### src/rtl/icdf_horner_eval.sv
// icdf_horner_eval: pipelined Horner-form polynomial evaluator for the ICDF
// Gaussian generator. Computes y = c0 + x*(c1 + x*(c2 + ... x*cD)) on an
// unsigned fixed-point fraction x with signed per-sample coefficients.
// Pipeline: one input stage, then a multiply stage and an add stage per
// Horner step. The whole chain advances on a single enable (no skid buffer).
module icdf_horner_eval #(
  parameter int X_W     = 15,
  parameter int C_W     = 18,
  parameter int DEGREE  = 2,
  parameter int FRAC_SH = 15,
  parameter int ROUND   = 0,
  parameter int SAT     = 1
) (
  input  logic                      clk,
  input  logic                      rst,
  input  logic                      in_valid,
  output logic                      in_ready,
  input  logic [X_W-1:0]            x,
  input  logic [(DEGREE+1)*C_W-1:0] coef,
  output logic                      out_valid,
  input  logic                      out_ready,
  output logic [C_W-1:0]            y,
  output logic                      ovf
);

  localparam int CB_W = (DEGREE + 1) * C_W;
  localparam int P_W  = C_W + X_W + 1;
  localparam int S_W  = P_W + 1;

  localparam logic signed [S_W-1:0] RND  = (ROUND != 0) ? (S_W'(1) << (FRAC_SH - 1)) : S_W'(0);
  localparam logic signed [S_W-1:0] SMAX = {{(S_W-C_W+1){1'b0}}, {(C_W-1){1'b1}}};
  localparam logic signed [S_W-1:0] SMIN = {{(S_W-C_W+1){1'b1}}, {(C_W-1){1'b0}}};

  // S0 keeps only c0..c(D-1); cD becomes the initial accumulator.
  localparam logic [CB_W-1:0] S0_KEEP = {CB_W{1'b1}} >> C_W;

  logic w_adv;

  // Per-step boundary buses: index 0 is the input stage, index k the add
  // stage of Horner step k.
  logic                  w_av   [0:DEGREE];
  logic signed [C_W-1:0] w_acc  [0:DEGREE];
  logic                  w_aovf [0:DEGREE];
  logic [X_W-1:0]        w_ax   [0:DEGREE];
  logic [CB_W-1:0]       w_ac   [0:DEGREE];

  logic                  r_v0;
  logic signed [C_W-1:0] r_acc0;
  logic [X_W-1:0]        r_x0;
  logic [CB_W-1:0]       r_c0;

  assign w_adv     = ~out_valid | out_ready;
  assign in_ready  = w_adv;

  // Input stage valid bit
  always_ff @(posedge clk) begin
    if (rst)        r_v0 <= 1'b0;
    else if (w_adv) r_v0 <= in_valid;
  end

  // Input stage data: x, initial accumulator cD, and remaining coefficients
  always_ff @(posedge clk) begin
    if (w_adv) begin
      r_acc0 <= coef[DEGREE*C_W +: C_W];
      r_x0   <= x;
      r_c0   <= coef & S0_KEEP;
    end
  end

  assign w_av[0]   = r_v0;
  assign w_acc[0]  = r_acc0;
  assign w_aovf[0] = 1'b0;
  assign w_ax[0]   = r_x0;
  assign w_ac[0]   = r_c0;

  for (genvar k = 1; k <= DEGREE; k++) begin : g_step
    // After step k only c0..c(D-k-1) are still needed downstream.
    localparam logic [CB_W-1:0] KEEP = {CB_W{1'b1}} >> ((k + 1) * C_W);

    logic                  r_mv;
    logic signed [P_W-1:0] r_p;
    logic                  r_movf;
    logic [X_W-1:0]        r_mx;
    logic [CB_W-1:0]       r_mc;

    logic signed [S_W-1:0] w_s;
    logic                  w_hi;
    logic                  w_lo;
    logic signed [C_W-1:0] w_n;

    logic                  r_av;
    logic signed [C_W-1:0] r_acc;
    logic                  r_aovf;
    logic [X_W-1:0]        r_ax;
    logic [CB_W-1:0]       r_ac;

    // Multiply stage valid bit
    always_ff @(posedge clk) begin
      if (rst)        r_mv <= 1'b0;
      else if (w_adv) r_mv <= w_av[k-1];
    end

    // Multiply stage: acc times zero-extended x at full width, sideband forwarded
    always_ff @(posedge clk) begin
      if (w_adv) begin
        r_p    <= P_W'(w_acc[k-1]) * P_W'($signed({1'b0, w_ax[k-1]}));
        r_movf <= w_aovf[k-1];
        r_mx   <= w_ax[k-1];
        r_mc   <= w_ac[k-1];
      end
    end

    // Align the product, add c(D-k), then clamp or wrap to C_W bits
    always_comb begin
      w_s  = ((S_W'(r_p) + RND) >>> FRAC_SH)
           + S_W'($signed(r_mc[(DEGREE-k)*C_W +: C_W]));
      w_hi = (w_s > SMAX);
      w_lo = (w_s < SMIN);
      w_n  = w_s[C_W-1:0];
      if (SAT != 0 && w_hi)      w_n = SMAX[C_W-1:0];
      else if (SAT != 0 && w_lo) w_n = SMIN[C_W-1:0];
    end

    // Add stage valid, accumulator and accumulated overflow flag
    always_ff @(posedge clk) begin
      if (rst) begin
        r_av   <= 1'b0;
        r_acc  <= '0;
        r_aovf <= 1'b0;
      end else if (w_adv) begin
        r_av   <= r_mv;
        r_acc  <= w_n;
        r_aovf <= r_movf | w_hi | w_lo;
      end
    end

    // Add stage sideband: x and the still-unconsumed coefficients
    always_ff @(posedge clk) begin
      if (w_adv) begin
        r_ax <= r_mx;
        r_ac <= r_mc & KEEP;
      end
    end

    assign w_av[k]   = r_av;
    assign w_acc[k]  = r_acc;
    assign w_aovf[k] = r_aovf;
    assign w_ax[k]   = r_ax;
    assign w_ac[k]   = r_ac;
  end

  assign out_valid = w_av[DEGREE];
  assign y         = w_acc[DEGREE];
  assign ovf       = w_aovf[DEGREE];

endmodule

### config.mk
export PLATFORM = sky130hd
export DESIGN_NAME = icdf_horner_eval
export DESIGN_NICKNAME = d
export VERILOG_FILES = /design/src/rtl/icdf_horner_eval.sv
export SDC_FILE = /design/constraint.sdc
export NUM_CORES = 2
export LEC_CHECK = 0
export ABC_AREA = 1
export ABC_CLOCK_PERIOD_IN_PS = 9900
export CORE_MARGIN = 1
export CORE_UTILIZATION = 60
export DETAILED_ROUTE_END_ITERATION = 8
export DONT_BUFFER_PORTS = 1
export PLACE_DENSITY_LB_ADDON = 0.3
export SYNTH_ARGS = -nofsm -noshare
export SYNTH_HDL_FRONTEND = slang
export SYNTH_SLANG_ARGS = --single-unit
### constraint.sdc
create_clock -name clk -period 9.9 [get_ports clk]
set_input_delay 0.99 -clock clk [delete_from_list [all_inputs] [get_ports clk]]
set_output_delay 0.99 -clock clk [all_outputs]
set_load 0.02 [all_outputs]
---- Word level (Yosys, flattened, before mapping) ----
Index checks and enable logic that the tools add are counted.
cells by class
  add/sub/neg operators ................... 2
  $mul .................................... 2
  div/mod/pow operators ................... 0
  magnitude comparators ................... 4
  eq/ne operators ......................... 0
  shifts and indexed selects .............. 0
  muxes and demuxes ....................... 4
  bitwise operators ....................... 5
  reduce and logical (&&, ||, !) cells .... 0
operator list
  operator                                                                            count
  18-bit 2-to-1 mux                                                                   4
  18-bit by 16-bit multiplier with 34-bit output                                      2
  19-bit by 18-bit adder with 20-bit output                                           2
  20-bit by 18-bit greater-than comparator with 1-bit output (second input constant)  2
  20-bit by 18-bit less-than comparator with 1-bit output (second input constant)     2
  1-bit OR                                                                            4
  1-bit NOT                                                                           1
word-level totals
  bits in registers ....................... 283
  bits in latches ......................... 0
  memory bits (writable) .................. 0
  memory bits (read-only) ................. 0
  bits of input ports ..................... 73
  output and inout port bits .............. 21
  word-level logic and storage cells ...... 37
  memories ................................ 0

---- Longest topological paths before layout ----
  word-level depth ........................ 4
  gate-level depth with buffers ........... 27
  gate-level depth less buffers ........... 25

---- Worst setup path after synthesis ----
Ideal clock, no wire load.
  kind .................................... input to register
  from .................................... in out_ready
  to ...................................... reg g_step[1].r_acc[16]
  setup time .............................. 91 ps
  arrival ................................. 8,111 ps
  setup slack ............................. 1,697 ps
  cell stages on the path ................. 5
  path buffers ............................ 1
  path through ............................ nor2_1 clkinv_1 clkbuf_1 o21ai_0 a21oi_2
between the ends
  longest elaborated chain between the ends .. 1
RTL lines
  item                  line  text
  start, declared       21    input logic out_ready,
  1-bit OR              52    assign w_adv = ~out_valid | out_ready;
  named net in_ready    17    output logic in_ready,
  end signal, assigned  132   r_acc <= w_n;
  end, declared         92    logic signed [C_W-1:0] r_acc;
The timed path passes the listed nets, and every way through them passes these cells.
A chain may end at the register's enable or synchronous reset.

---- Worst setup path in the final report ----
  from .................................... reg r_x0[1]
  to ...................................... reg g_step[1].r_p[29], data pin
between the ends
  longest elaborated chain between the ends .. 1
RTL lines
  item                                            line  text
  start, declared                                 49    logic [X_W-1:0] r_x0;
  start signal, assigned                          65    r_x0 <= x;
  18-bit by 16-bit multiplier with 34-bit output  106   r_p <= P_W'(w_acc[k-1]) * P_W'($signed({1'b0, w_ax[k-1]}));
  end signal, assigned                            106
  end, declared                                   81    logic signed [P_W-1:0] r_p;
No other way between the ends.

==> results.md <==
| Metric | This run |
|:---|:---|
| Outcome | finished, final reports clean |
| H-tree levels | 1 |
| Proportion of synthesized flip-flops having asynchronous set or reset | 0 |
| Finish-stage setup viols | 0 |
| Hold-fix buffers, CTS | 0 |
| Remaining global-route overflow | 0 |
| Post-DP Area | 32,100 µm² |
| Synthesized area | 31,600 µm² |
| Average cell area after synthesis | 8.80 µm² |
| Total length of routed wires | 69.4 mm |
| Remaining antenna violation count after routing | 0 |
| Simple logic cell fraction of the synthesized area | 0.147 |
| Worst slew pin tran | 1.10 ns |
| Hold crit path type | reg2reg |
| Number of flip-flops and latches in the synthesized netlist | 253 |
| Compound-gate portion of the synthesized area | 0.0515 |
| Register clock-pin slew on the reported worst setup and hold paths | 0.06 ns |
| Post-route fraction of the period consumed by the critical path | 0.645 |
| Number of global-route vias before repair | 23,900 |
| GR Util All Layers | 0.279 |
| Flop-to-flop setup slack | 3.52 ns |
| Clock root buffer | clkbuf_16 |
| Fraction of final layout cells with drive strength greater than 1 | 0.0372 |
| Unrepaired setup endpoints after global routing | no |
| Port Buf Inserts | 0 |
| DR pass1 iterations | 6 |
| Post-route DRC | 0 |
| Initial Utilization | 0.612 |
| Nets in the synthesized netlist | 4,411 |
| Number of vias per cell after detailed routing | 5.31 |
| Clock Skew | 0.0287 ns |
| Maximum clock path buffer count | 3 |
| Synth cell types | 48 |
| Primary FF master, synth | edfxtp_1 |
| Number of fill cells | 4,264 |
| Final hold violations | 0 |
| Setup TNS Final | 0 ns |
| Number of clock sinks seen by CTS | 253 |
| Multiplexer fraction of the synthesized cell area | 0 |
| Xor and xnor fraction of the mapped netlist area | 0.0175 |
| Global-route wire length before repair | 118 mm |
| Critical-path maximum fanout | 18 |
| Count of nets after finishing | 4,342 |
| Placer congestion estimate | 0.907 |
| Worst slew margin relative to its limit | 0.265 |
| Fmax | 157 MHz |
| Cell taking the most area after synthesis | fa_1 |
| Clock tree from TritonCTS | yes |
| Synth-to-layout area growth | 4.91% |
| Biggest area contributors in the synthesized netlist | fa_1 (34%), edfxtp_1 (20%), inv_1 (12%), nand2_1 (11%), ha_1 (8.1%) |
| Endpoint class of the critical path | register |
| Fin. max-slew vios | 0 |
| Number of rows created at floorplan | 83 |
| Startpoint-to-endpoint class of the critical path | reg2reg |
| Time the final worst path needs with I/O delays and setup | 6.38 ns |
| Detailed router's first-iteration violation count | 1,557 |
| Synthesized-area fraction occupied by adder cells | 0.426 |
| Kind of launch point of the worst setup path | register |
| Post-CTS setup repair buffer count | 0 |
| Max-capacitance violation count | 0 |
| Number of cells produced by synthesis | 3,590 |
| Total number of vias | 22,400 |
| WP data required | 10.25 ns |
| Design Area, Final | 33,100 µm² |
| Top Ports | 94 |
| Core area | 51,600 µm² |
| Die width | 231 µm |
| Final routed wire length divided by cell count | 16.4 µm |
| Initial antenna violation count | 0 |
| Top cell type's share of synthesized area | 0.345 |
| Arrival time of the worst setup path | 6.73 ns |
| Vert. Die Dim | 231 µm |
| EDFF count, synth | 210 |
| Warnings, synthesis | 0 |
| Total of cells resized after clock tree synthesis | 0 |
| Sequential cell area fraction in the yosys report | 0.227 |
| Total CTS buffers | 30 |
| Largest family of logic cells by synthesized area | adder cells |
| Die footprint | 53,600 µm² |
| Post-layout util | 0.642 |
| Detail Placement HPWL | 55.1 mm |
| Worst skew pair latency | 0.61 ns |
| Maximum number of pins on one net before global-route repair | 113 |
area by class of cell:
type,count,area (µm²),share of cell area
inverter,981,3690,0.111
multi-input combinational,2246,20300,0.612
antenna,1,2.50,0.0000755
tap,680,851,0.0257
timing repair buffer,9,67.6,0.00204
clock inverter,24,320,0.00967
sequential,253,7170,0.216
clock buffer,31,754,0.0228
synth_stat cells (3+ instances only):
library cell	number
o21bai_1	4
buf_6	3
inv_2	3
nand2_1	891
fa_1	544
o21ai_0	90
o21ai_1	4
nand2_2	21
inv_1	977
dfxtp_1	43
xnor2_1	26
a31oi_1	12
nor4_1	7
nand4_1	16
nor2_2	8
a21oi_2	20
o21a_1	6
nand3_2	4
nor3_1	13
xor2_1	37
edfxtp_1	210
buf_1	11
a21oi_1	133
clkbuf_1	93
a21o_1	5
nor2_1	109
ha_1	204
nand3_1	66
per-stage QoR:
| stage | setup WS (ns) | cells | hold slack, ns |
|---|---|---|---|
| floorplan | 1.70 | 3590 | 0.400 |
| global placement | 3.65 | 4169 | 0.400 |
| detailed placement | 3.64 | 4169 | 0.405 |
| CTS | 3.58 | 4224 | 0.416 |
| global route | 3.19 | 4224 | 0.418 |
| finish | 3.52 | 4225 | 0.413 |
sequential cells by signal, indices dropped and copies added (netlist names):
| register | flops |
|---|---|
| out_valid | 1 |
| g_step.r_av | 1 |
| g_step.r_movf | 1 |
| y | 18 |
| g_step.r_ax | 15 |
| g_step.r_p | 38 |
| r_c0 | 36 |
| r_acc0 | 18 |
| g_step.r_mx | 15 |
| g_step.r_mc | 54 |
| g_step.r_ac | 18 |
| g_step.r_aovf | 1 |
| r_v0 | 1 |
| ovf | 1 |
| g_step.r_acc | 18 |
| g_step.r_mv | 2 |
| r_x0 | 15 |
layer usage:
layer / wire length [µm] / vias up / track usage
li1: - / 10500 / -
met1: 29300 / 11100 / 0.383
met2: 33500 / 788 / 0.472
met3: 5090 / 118 / 0.0360
met4: 1500 / 0 / 0.0693
met5: 0 / - / 0
cells in the final DEF, fill, tap and decap left out, types with 43 or more instances in the layout:
cell | Yosys | final
fa_1 | 544 | 544
inv_1 | 977 | 977
dfxtp_1 | 43 | 43
o21ai_0 | 90 | 90
a21oi_1 | 133 | 133
edfxtp_1 | 210 | 210
nor2_1 | 109 | 108
nand3_1 | 66 | 66
ha_1 | 204 | 204
nand2_1 | 891 | 891
cells by family after synthesis:
family,count (synthesis)
AOI/OAI and AO/OA,287
xor gates and xnor gates,63
adders and majority gates,748
buffers and inverters,1091
DFF,253
and+or+nand+nor,1148
final timing paths:
kind | from | to | cells past startpoint
setup / recovery | r_x0[1] | g_step[1].r_p[29] | 20
hold / removal | r_c0[28] | g_step[1].r_mc[28] | 0
setup reg to reg | r_x0[1] | g_step[1].r_p[29] | 20
hold reg to reg | r_c0[28] | g_step[1].r_mc[28] | 0
worst max-delay path, cell delays in order, from the launching register on:
cell      delay (ns)
edfxtp_1        0.76
nand2_1         0.20
inv_1           0.16
fa_1            0.54
inv_1           0.19
fa_1            0.48
inv_1           0.29
fa_1            0.50
fa_1            0.50
fa_1            0.49
inv_1           0.05
fa_1            0.47
inv_1           0.04
ha_1            0.32
a21oi_1         0.23
inv_1           0.06
a21oi_1         0.25
o21ai_0         0.16
a21oi_1         0.13
nand2_1         0.11
xor2_1          0.16
Power is left out: the tool's default activity adds up to more than one toggle a clock period on the data nets, which glitch-free logic cannot reach.
